===== src/rtl/mem_loader_pkg.sv =====
// Shared types and default widths for the load/run/unload controller.
package mem_loader_pkg;

    localparam int unsigned DEF_D  = 8;
    localparam int unsigned DATA_W = 8;
    localparam int unsigned CNT_W  = 16;

    typedef enum logic [2:0] {
        S_IDLE   = 3'd0,
        S_LOAD   = 3'd1,
        S_RUN    = 3'd2,
        S_UNLOAD = 3'd3,
        S_FIN    = 3'd4
    } ldr_state_t;

endpackage


===== src/rtl/mem_loader_if.sv =====
// Host, core and memory-port signals of mem_loader; slave = loader side, master = environment side.
interface mem_loader_if
    import mem_loader_pkg::*;
#(
    parameter int unsigned D = DEF_D
);
    logic              Start;
    logic [DATA_W-1:0] InData;
    logic              InValid;
    logic              InReady;
    logic [DATA_W-1:0] OutData;
    logic              OutValid;
    logic              OutReady;
    logic              CoreReset;
    logic              CoreDone;
    logic              MemOwn;
    logic [D-1:0]      MemAddr;
    logic              MemWriteEn;
    logic [DATA_W-1:0] MemWriteData;
    logic [DATA_W-1:0] MemReadData;
    logic              Busy;
    logic              Finished;
    logic              Timeout;
    logic [CNT_W-1:0]  CycleCount;

    modport slave (
        input  Start, InData, InValid, OutReady, CoreDone, MemReadData,
        output InReady, OutData, OutValid, CoreReset, MemOwn, MemAddr,
               MemWriteEn, MemWriteData, Busy, Finished, Timeout, CycleCount
    );

    modport master (
        output Start, InData, InValid, OutReady, CoreDone, MemReadData,
        input  InReady, OutData, OutValid, CoreReset, MemOwn, MemAddr,
               MemWriteEn, MemWriteData, Busy, Finished, Timeout, CycleCount
    );
endinterface


===== src/rtl/mem_loader_xfer_counter.sv =====
// Transfer pointer shared by LOAD and UNLOAD: D+1 bits so a full 2^D window is countable.
module xfer_counter #(
    parameter int unsigned D = 8
) (
    input  logic         clk_i,
    input  logic         rst_n_i,
    input  logic         clr_i,
    input  logic         inc_i,
    input  logic [D:0]   last_i,
    output logic [D-1:0] idx_o,
    output logic         tc_o
);
    localparam logic [D:0] ONE = (D+1)'(1);

    logic [D:0] cnt_q;
    logic [D:0] cnt_d;

    always_comb begin
        cnt_d = cnt_q;
        if (clr_i) begin
            cnt_d = '0;
        end else if (inc_i) begin
            cnt_d = cnt_q + ONE;
        end
    end

    // NOTE: sequential state uses non-blocking assignments so every flop samples pre-edge values.
    always_ff @(posedge clk_i) begin
        if (!rst_n_i) begin
            cnt_q <= '0;
        end else begin
            cnt_q <= cnt_d;
        end
    end

    assign idx_o = cnt_q[D-1:0];
    assign tc_o  = (cnt_q == last_i);

endmodule


===== src/rtl/mem_loader.sv =====
// Load/run/unload controller: streams an image into data memory, runs the core, streams a result window out.
module mem_loader
    import mem_loader_pkg::*;
#(
    parameter int unsigned     D           = DEF_D,
    parameter int unsigned     LOAD_BASE   = 0,
    parameter int unsigned     LOAD_LEN    = 64,
    parameter int unsigned     UNLOAD_BASE = 64,
    parameter int unsigned     UNLOAD_LEN  = 64,
    parameter logic [CNT_W-1:0] MAX_CYCLES = 16'hFFFF
) (
    input logic         Clk,
    input logic         Reset,
    mem_loader_if.slave bus
);
    localparam int unsigned PW = D + 1;

    localparam logic [2:0] IDLE   = S_IDLE;
    localparam logic [2:0] LOAD   = S_LOAD;
    localparam logic [2:0] RUN    = S_RUN;
    localparam logic [2:0] UNLOAD = S_UNLOAD;
    localparam logic [2:0] FIN    = S_FIN;

    localparam logic [D-1:0]     LOAD_BASE_A   = D'(LOAD_BASE);
    localparam logic [D-1:0]     UNLOAD_BASE_A = D'(UNLOAD_BASE);
    localparam logic [PW-1:0]    LOAD_LAST     = PW'(LOAD_LEN - 1);
    localparam logic [PW-1:0]    UNLOAD_LAST   = PW'(UNLOAD_LEN - 1);
    localparam logic [CNT_W-1:0] CYC_ONE       = CNT_W'(1);

    logic [2:0]       state_q, state_d;
    logic [CNT_W-1:0] cycle_q, cycle_d;
    logic             timeout_q, timeout_d;

    logic          ptr_clr;
    logic          ptr_inc;
    logic          ptr_tc;
    logic [PW-1:0] ptr_last;
    logic [D-1:0]  ptr_idx;

    assign ptr_last = (state_q == UNLOAD) ? UNLOAD_LAST : LOAD_LAST;

    xfer_counter #(.D(D)) u_ptr (
        .clk_i   (Clk),
        .rst_n_i (Reset),
        .clr_i   (ptr_clr),
        .inc_i   (ptr_inc),
        .last_i  (ptr_last),
        .idx_o   (ptr_idx),
        .tc_o    (ptr_tc)
    );

    // NOTE: every variable gets a default before the case so no path can infer a latch.
    always_comb begin
        state_d   = state_q;
        cycle_d   = cycle_q;
        timeout_d = timeout_q;
        ptr_clr   = 1'b0;
        ptr_inc   = 1'b0;
        case (state_q)
            IDLE, FIN: begin
                if (bus.Start) begin
                    state_d   = LOAD;
                    cycle_d   = '0;
                    timeout_d = 1'b0;
                    ptr_clr   = 1'b1;
                end
            end
            LOAD: begin
                if (bus.InValid) begin
                    ptr_inc = 1'b1;
                    if (ptr_tc) begin
                        state_d = RUN;
                    end
                end
            end
            RUN: begin
                if (cycle_q != MAX_CYCLES) begin
                    cycle_d = cycle_q + CYC_ONE;
                end
                // Done wins over the limit when both land in the same cycle.
                if (bus.CoreDone) begin
                    state_d = UNLOAD;
                    ptr_clr = 1'b1;
                end else if (cycle_q == MAX_CYCLES) begin
                    state_d   = UNLOAD;
                    timeout_d = 1'b1;
                    ptr_clr   = 1'b1;
                end
            end
            UNLOAD: begin
                if (bus.OutReady) begin
                    ptr_inc = 1'b1;
                    if (ptr_tc) begin
                        state_d = FIN;
                    end
                end
            end
            default: state_d = IDLE;
        endcase
    end

    always_ff @(posedge Clk) begin
        if (!Reset) begin
            state_q   <= IDLE;
            cycle_q   <= '0;
            timeout_q <= 1'b0;
        end else begin
            state_q   <= state_d;
            cycle_q   <= cycle_d;
            timeout_q <= timeout_d;
        end
    end

    assign bus.InReady      = (state_q == LOAD);
    assign bus.MemWriteEn   = (state_q == LOAD) && bus.InValid;
    assign bus.MemWriteData = bus.InData;
    assign bus.MemAddr      = (state_q == UNLOAD) ? (UNLOAD_BASE_A + ptr_idx)
                                                  : (LOAD_BASE_A + ptr_idx);
    assign bus.OutValid     = (state_q == UNLOAD);
    assign bus.OutData      = bus.MemReadData;
    assign bus.CoreReset    = (state_q != RUN);
    assign bus.MemOwn       = (state_q != RUN);
    assign bus.Busy         = (state_q == LOAD) || (state_q == RUN) || (state_q == UNLOAD);
    assign bus.Finished     = (state_q == FIN);
    assign bus.Timeout      = timeout_q;
    assign bus.CycleCount   = cycle_q;

endmodule


===== src/flat_wrapper.sv =====
// flat-port wrapper written by rule: the top's interface ports become plain ports
module mem_loader_flat import mem_loader_pkg::*;
#(
    parameter int unsigned     D           = DEF_D,
    parameter int unsigned     LOAD_BASE   = 0,
    parameter int unsigned     LOAD_LEN    = 64,
    parameter int unsigned     UNLOAD_BASE = 64,
    parameter int unsigned     UNLOAD_LEN  = 64,
    parameter logic [CNT_W-1:0] MAX_CYCLES = 16'hFFFF
)
  (Clk, Reset, bus_Start, bus_InData, bus_InValid, bus_OutReady, bus_CoreDone, bus_MemReadData, bus_InReady, bus_OutData, bus_OutValid, bus_CoreReset, bus_MemOwn, bus_MemAddr, bus_MemWriteEn, bus_MemWriteData, bus_Busy, bus_Finished, bus_Timeout, bus_CycleCount);
  mem_loader_if #(.D(D)) bus_i ();
  input logic Clk;
  input logic Reset;
  input wire logic [$bits(bus_i.Start)-1:0] bus_Start;
  input wire logic [$bits(bus_i.InData)-1:0] bus_InData;
  input wire logic [$bits(bus_i.InValid)-1:0] bus_InValid;
  input wire logic [$bits(bus_i.OutReady)-1:0] bus_OutReady;
  input wire logic [$bits(bus_i.CoreDone)-1:0] bus_CoreDone;
  input wire logic [$bits(bus_i.MemReadData)-1:0] bus_MemReadData;
  output wire logic [$bits(bus_i.InReady)-1:0] bus_InReady;
  output wire logic [$bits(bus_i.OutData)-1:0] bus_OutData;
  output wire logic [$bits(bus_i.OutValid)-1:0] bus_OutValid;
  output wire logic [$bits(bus_i.CoreReset)-1:0] bus_CoreReset;
  output wire logic [$bits(bus_i.MemOwn)-1:0] bus_MemOwn;
  output wire logic [$bits(bus_i.MemAddr)-1:0] bus_MemAddr;
  output wire logic [$bits(bus_i.MemWriteEn)-1:0] bus_MemWriteEn;
  output wire logic [$bits(bus_i.MemWriteData)-1:0] bus_MemWriteData;
  output wire logic [$bits(bus_i.Busy)-1:0] bus_Busy;
  output wire logic [$bits(bus_i.Finished)-1:0] bus_Finished;
  output wire logic [$bits(bus_i.Timeout)-1:0] bus_Timeout;
  output wire logic [$bits(bus_i.CycleCount)-1:0] bus_CycleCount;
  assign bus_i.Start = bus_Start;
  assign bus_i.InData = bus_InData;
  assign bus_i.InValid = bus_InValid;
  assign bus_i.OutReady = bus_OutReady;
  assign bus_i.CoreDone = bus_CoreDone;
  assign bus_i.MemReadData = bus_MemReadData;
  assign bus_InReady = bus_i.InReady;
  assign bus_OutData = bus_i.OutData;
  assign bus_OutValid = bus_i.OutValid;
  assign bus_CoreReset = bus_i.CoreReset;
  assign bus_MemOwn = bus_i.MemOwn;
  assign bus_MemAddr = bus_i.MemAddr;
  assign bus_MemWriteEn = bus_i.MemWriteEn;
  assign bus_MemWriteData = bus_i.MemWriteData;
  assign bus_Busy = bus_i.Busy;
  assign bus_Finished = bus_i.Finished;
  assign bus_Timeout = bus_i.Timeout;
  assign bus_CycleCount = bus_i.CycleCount;
  mem_loader #(.D(D), .LOAD_BASE(LOAD_BASE), .LOAD_LEN(LOAD_LEN), .UNLOAD_BASE(UNLOAD_BASE), .UNLOAD_LEN(UNLOAD_LEN), .MAX_CYCLES(MAX_CYCLES)) u_core (.Clk(Clk), .Reset(Reset), .bus(bus_i));
endmodule

===== config.mk =====
export PLATFORM = sky130hd
export DESIGN_NAME = mem_loader_flat
export DESIGN_NICKNAME = d
export VERILOG_FILES = /design/src/rtl/mem_loader_pkg.sv /design/src/rtl/mem_loader_if.sv /design/src/rtl/mem_loader_xfer_counter.sv /design/src/rtl/mem_loader.sv /design/src/flat_wrapper.sv
export SDC_FILE = /design/constraint.sdc
export NUM_CORES = 1
export LEC_CHECK = 0
export ABC_AREA = 1
export ABC_CLOCK_PERIOD_IN_PS = 2450
export CAP_MARGIN = 15
export CORE_ASPECT_RATIO = 0.75
export CORE_MARGIN = 4
export CORE_UTILIZATION = 45
export DETAILED_ROUTE_END_ITERATION = 8
export PLACE_DENSITY = 0.8
export SLEW_MARGIN = 20
export SYNTH_ARGS = -nofsm -noshare
export SYNTH_HDL_FRONTEND = slang
export SYNTH_SLANG_ARGS = --single-unit

===== constraint.sdc =====
create_clock -name Clk -period 2.45 [get_ports Clk]
set_clock_uncertainty 0.15 [all_clocks]
set_input_delay 0.735 -clock Clk [delete_from_list [all_inputs] [get_ports Clk]]
set_output_delay 0.735 -clock Clk [all_outputs]
set_load 0.005 [all_outputs]

# Word-level counts from Yosys, hierarchy flattened
# Cells that the tools add are included.
[word_totals]
in_bits = 22
reg_bits = 29
out_inout_bits = 48
wordCells = 58
[classes]
bitwise = 1
n_eq_ne = 17
add_sub_neg = 3
reduce_logical = 10
n_mux = 23
[op_table]
columns = ["operator", "count"]
rows = [
  ["$mux W16", 2],
  ["$pmux W16 S2", 1],
  ["$mux W3", 7],
  ["$add A16 B1 Y16 const B", 1],
  ["$eq A16 B16 Y1 const B", 1],
  ["$ne A16 B16 Y1 const B", 1],
  ["$pmux W3 S4", 1],
  ["$add A9 B1 Y9 const B", 1],
  ["$eq A9 B6 Y1 const B", 1],
  ["$add A7 B8 Y8 const A", 1],
  ["$mux W1", 8],
  ["$mux W8", 1],
  ["$ne A2 B1 Y1 const B", 4],
  ["$ne A2 B2 Y1 const B", 4],
  ["$eq A3 B2 Y1 const B", 2],
  ["$ne A3 B2 Y1 const B", 2],
  ["$pmux W1 S2", 3],
  ["$reduce_and A6 Y1", 1],
  ["$reduce_and A4 Y1", 1],
  ["$reduce_or A2 Y1", 2],
  ["$eq A3 B1 Y1 const B", 1],
  ["$eq A3 B3 Y1 const B", 1],
  ["$logic_not A3 Y1", 1],
  ["$reduce_and A3 Y1", 1],
  ["4 further kinds", 5],
]

# Depth between registers and ports, before layout
# Gate-level depths: netlist of run 1.
[depth]
depth_word = 5
mapped_depth = 12
ltp_nobuf = 12

# Hierarchy
# Synthesis of run 1 repeated with hierarchy kept, for this count alone.
[unflattened]
hier_cells = 340
hier_area_um2 = 2112.0
[modules_own_cells]
columns = ["module", "area_each_um2", "n_inst", "seq_area_each_um2", "cells_per_inst"]
rows = [
  ["mem_loader", 1457.6, 1, 400.4, 229],
  ["xfer_counter", 654.4, 1, 180.2, 111],
]

# Least setup slack after synthesis of run 1
# OpenSTA, ideal clock, no wires.
[synth_path]
kind = "reg2reg"
startpoint = "register u_core.cycle_q[0] (netlist: u_core.bus.CycleCount[0])"
endpoint = "register u_core.cycle_q[15] (netlist: u_core.bus.CycleCount[15])"
slack_ns = 0.688
arrival_ns = 1.542
n_path_buf = 1
required_time_ns = 2.230
path_stages_with_launch = 11
synth_period_minus_slack_ns = 1.762
setup_time_ns = 0.070
path_cell_list = "dfxtp_1 -> ha_1 -> nand2_2 -> nor2_2 -> nand2_2 -> nor2_4 -> nand2_4 -> nand2_4 -> buf_6 -> nand2_1 -> a21oi_2"
[synth_between]
elab_chain_len = 3
word_cells_on_any_way = 6
cone_classes = "add/sub: 1; eq/ne: 2; mux: 2; reduce/logical: 1"
[synth_rtl]
columns = ["item", "line_no", "rtl"]
rows = [
  ["from (decl)", "mem_loader.sv:31", "logic [CNT_W-1:0] cycle_q, cycle_d;"],
  ["from (signal assigned)", "mem_loader.sv:109", "cycle_q <= cycle_d;"],
  ["$add A16 B1 Y16 or $ne A16 B16 Y1 (tied branches)", "mem_loader.sv:78, mem_loader.sv:77", ""],
  ["$mux W16 or $ne A2 B1 Y1 (tied branches)", "-", ""],
  ["$pmux W16 S2 or $reduce_and A3 Y1 (tied branches)", "-", ""],
]
# Parallel ways exist; a longest one is shown, timed or not. The select of a mux whose other input is x is not followed.
# A chain may end at the register's enable or synchronous reset.

# Worst setup path in the final report of run 1
[layout_path]
startpoint = "register u_core.state_q[2]"
endpoint = "output port bus_MemAddr[6]"
[layout_between]
elab_chain_len = 2
[layout_rtl]
columns = ["item", "line_no", "rtl"]
rows = [
  ["from (decl)", "mem_loader.sv:30", "logic [2:0] state_q, state_d;"],
  ["from (signal assigned)", "mem_loader.sv:108", "state_q <= state_d;"],
  ["$eq A3 B2 Y1", "mem_loader.sv:117", "assign bus.MemAddr = (state_q == UNLOAD) ? (UNLOAD_BASE_A + ptr_idx)"],
  ["$mux W8", "mem_loader.sv:117", ""],
  ["to (decl)", "flat_wrapper.sv:26", "output wire logic [$bits(bus_i.MemAddr)-1:0] bus_MemAddr;"],
]
# Every way passes these cells.

==> results_dict.tcl, run 1 <==
set metrics [dict create \
    antenna_found_initial 0 \
    reg2reg_from "u_core.bus.CycleCount[0]" \
    wl_per_cell_um 12.06 \
    ioPinCount 70 \
    power-per-cell-area_nw_per_um2 739.0 \
    setup_viol 2 \
    ant_nets 0 \
    worstPathArrival_ps 1580 \
    area_growth_pct 19.28 \
    nNetsFinal 349 \
    vias 1913 \
    netlist_area_um2 1979 \
    netlist.top_cell.by_area "dfxtp_1" \
    synth_area_leaders "dfxtp_1 29%, nand2_1 14%, buf_4 8.7%, nor2_1 6.8%, nand3_1 6.1%" \
    crit_path_end_kind "output pin" \
    htree_levels 2 \
    numPortBuffers 37 \
    fp.dieArea_um2 5534 \
    core_um2 4154 \
    fin_crit_sh_pct 100.8 \
    ys_seq_elements 29 \
    clk-insertion-delay-late_ps 280 \
    slew_viol_final 0 \
    routed_via_density 5.047 \
    grt_util_all_layers_pct 17.53 \
    max_freq_mhz 405.0 \
    rows 20 \
    hp-class "flip-flop to flip-flop" \
    cp.required_ps 1560 \
    synth_enable_flop_cells 0 \
    clk_pin_slew_ps 60 \
    route.detailed.drc 0 \
    grt_pass1_vias 1741 \
    leakage_nw 0.9057 \
    crit_fanout 5 \
    gp_congestion 0.8702 \
    finalHoldViolCount 0 \
    rr_endpoint "u_core.bus.CycleCount[13]" \
    route.final.wire_length_mm 4.572 \
    synthFlopType "dfxtp_1" \
    dr.pass1.iters 4 \
    grt_overflow 0 \
    syn_area_per_cell_um2 6.576 \
    die_x_um 84.58 \
    place_inst 371 \
    cts_sinks 29 \
    cap_violations 0 \
    endpoint "bus_MemAddr[6]" \
    mostFrequentLayoutCells "75 x nand2_1, 36 x nor2_1, 35 x clkdlybuf4s50_1" \
    violations "negative setup slack" \
    layout_commonest_cell "nand2_1" \
    wl_met2_mm 1.919 \
    highest_layer "met4" \
    drive_gt1_share_pct 14.20 \
    async_reset_ff_share_pct 0 \
    tns_ps -33.51 \
    layoutNonFillerInstCount 379 \
    yosysUniqueCellTypes 30 \
    path_class "flip-flop to output pin" \
    final_util_pct 56.84 \
    initial_utilization_pct 47.65 \
    numCtsBuffers 5 \
    slew_headroom_pct 66.21 \
    fin_crit_ps 2469 \
    crit_start "u_core.state_q[2]" \
    start_kind "flip-flop" \
    die_y_um 65.44 \
    peakVddDrop_mv 0.6262 \
    dp_hpwl_mm 3.450 \
    ctsRootBufferMaster "clkbuf_8" \
    rsz0062_at_grt "true" \
    synth_top_area_share_pct 29.33 \
    grt_max_degree 16 \
    cts_buffer_depth 2 \
    met3_length_um 323 \
    synth-warning-count 0 \
    r2r_cells 10 \
    fin_ws_ps -19.37 \
    syn_nets 327 \
    r2r_slack_ps 430 \
    antenna_cells 0 \
    grt_pass1_wl_mm 7.962 \
    tightestPinTransition_ps 506.3 \
    m1WireLength_mm 2.292 \
    status "finished, violations left" \
    ys_seq_area_share_pct 29.33 \
    syn_inst 301 \
    cts_tree "done" \
    dr.first_iter.drc_count 129 \
]
-- worst max-delay path: stages, from the launching register on --
cell and delay (ps):
dfxtp_1 330, inv_1 140, nand3_2 150, xor2_1 170
clkdlybuf4s50_1 520
-- cell families after synthesis --
family	share of synthesized area [%]
compound gates	10.62
xor+xnor	3.097
fa+ha+maj	2.529
buf+inv	15.93
flops	29.33
simple gates	38.50
-- power by group --
group          internal (W)  total, W  switching [W]  leakage [nW]
clock              0.000254  0.000439       0.000185        0.0542
sequential         0.000512  0.000557      0.0000450         0.234
combinational      0.000288  0.000749       0.000460         0.617
-- stage by stage --
| stage | hold slack (ps) | cell area (µm²) | power, W | worst slack, ps |
|---|---|---|---|---|
| 2_1_floorplan | 291.8 | 1979 | 0.001090 | 688.2 |
| 3_3_place_gp | 297.8 | 2261 | 0.001300 | -262.1 |
| 3_5_place_dp | 328.9 | 2261 | 0.001309 | -303.1 |
| 4_1_cts | 338.7 | 2366 | 0.001762 | -20.79 |
| 5_1_grt | 373.9 | 2361 | 0.001885 | -85.05 |
| 6_report | 329.8 | 2361 | 0.001745 | -19.37 |
-- worst min path at each step --
stage	start	to	slack [ps]	depth (start not counted)
2_1_floorplan	u_core.bus.Timeout	u_core.bus.Timeout	290	2
3_3_place_gp	u_core.bus.Timeout	u_core.bus.Timeout	300	2
3_5_place_dp	u_core.bus.Timeout	u_core.bus.Timeout	330	2
4_1_cts	u_core.bus.Timeout	u_core.bus.Timeout	340	2
5_1_grt	u_core.bus.Timeout	u_core.bus.Timeout	370	2
6_report	u_core.bus.Timeout	u_core.bus.Timeout	330	2
-- routing by layer --
| layer | GRT usage [%] | up-vias |
|---|---|---|
| li1 | - | 990 |
| met1 | 24.79 | 851 |
| met2 | 26.46 | 66 |
| met3 | 3.634 | 6 |
| met4 | 5.929 | 0 |
| met5 | 0 | - |
-- layout make-up --
| type | instances | area (µm²) |
|---|---|---|
| inverter | 32 | 120.1 |
| clock buffer | 7 | 96.34 |
| fill | 431 | 1793 |
| multi-input combinational | 213 | 1089 |
| timing repair buffer | 42 | 401.6 |
| sequential | 29 | 580.6 |
| tap | 55 | 68.82 |
| clock inverter | 1 | 5.005 |
-- timing repair --
| item | 4_1_cts | 5_1_grt |
|---|---|---|
| buffers inserted | 0 | 0 |
| hold buffers | 0 | 0 |
| endpoints found under the setup margin | 5 | 5 |
| resized for setup | 4 | 1 |
-- synthesized netlist by cell type, types with 2 or more instances --
| master | number |
|---|---|
| nand2_1 | 75 |
| nor2_1 | 36 |
| dfxtp_1 | 29 |
| inv_1 | 26 |
| nand3_1 | 24 |
| buf_4 | 23 |
| a21oi_1 | 18 |
| nand4_1 | 10 |
| a21oi_2 | 7 |
| inv_2 | 6 |
| o21ai_0 | 6 |
| xor2_1 | 6 |
| ha_1 | 4 |
| nand2_2 | 4 |
| or2_2 | 4 |
| clkbuf_1 | 3 |
| nor2_2 | 3 |
| nor3_1 | 3 |
| nand2_4 | 2 |
| nor2_4 | 2 |
-- flip-flops by register name, indices dropped and copies added, names as in the netlist --
| name | count |
|---|---|
| u_core.bus.Timeout | 1 |
| u_core.state_q | 3 |
| u_core.bus.CycleCount | 16 |
| u_core.u_ptr.cnt_q | 9 |
No activity file was read; power rests on OpenSTA's default activity.
==> run 2: changes to the inputs <==
Settings changed: CTS_CLUSTER_DIAMETER from default to 120.
==> results of run 2 <==
The final DEF is identical to that of run 1; final timing and power are the same.
==> run 3: changes to the inputs <==
Settings changed: HOLD_SLACK_MARGIN from default to 0.02.
==> results of run 3 <==
The final DEF is identical to that of run 1; final timing and power are the same.
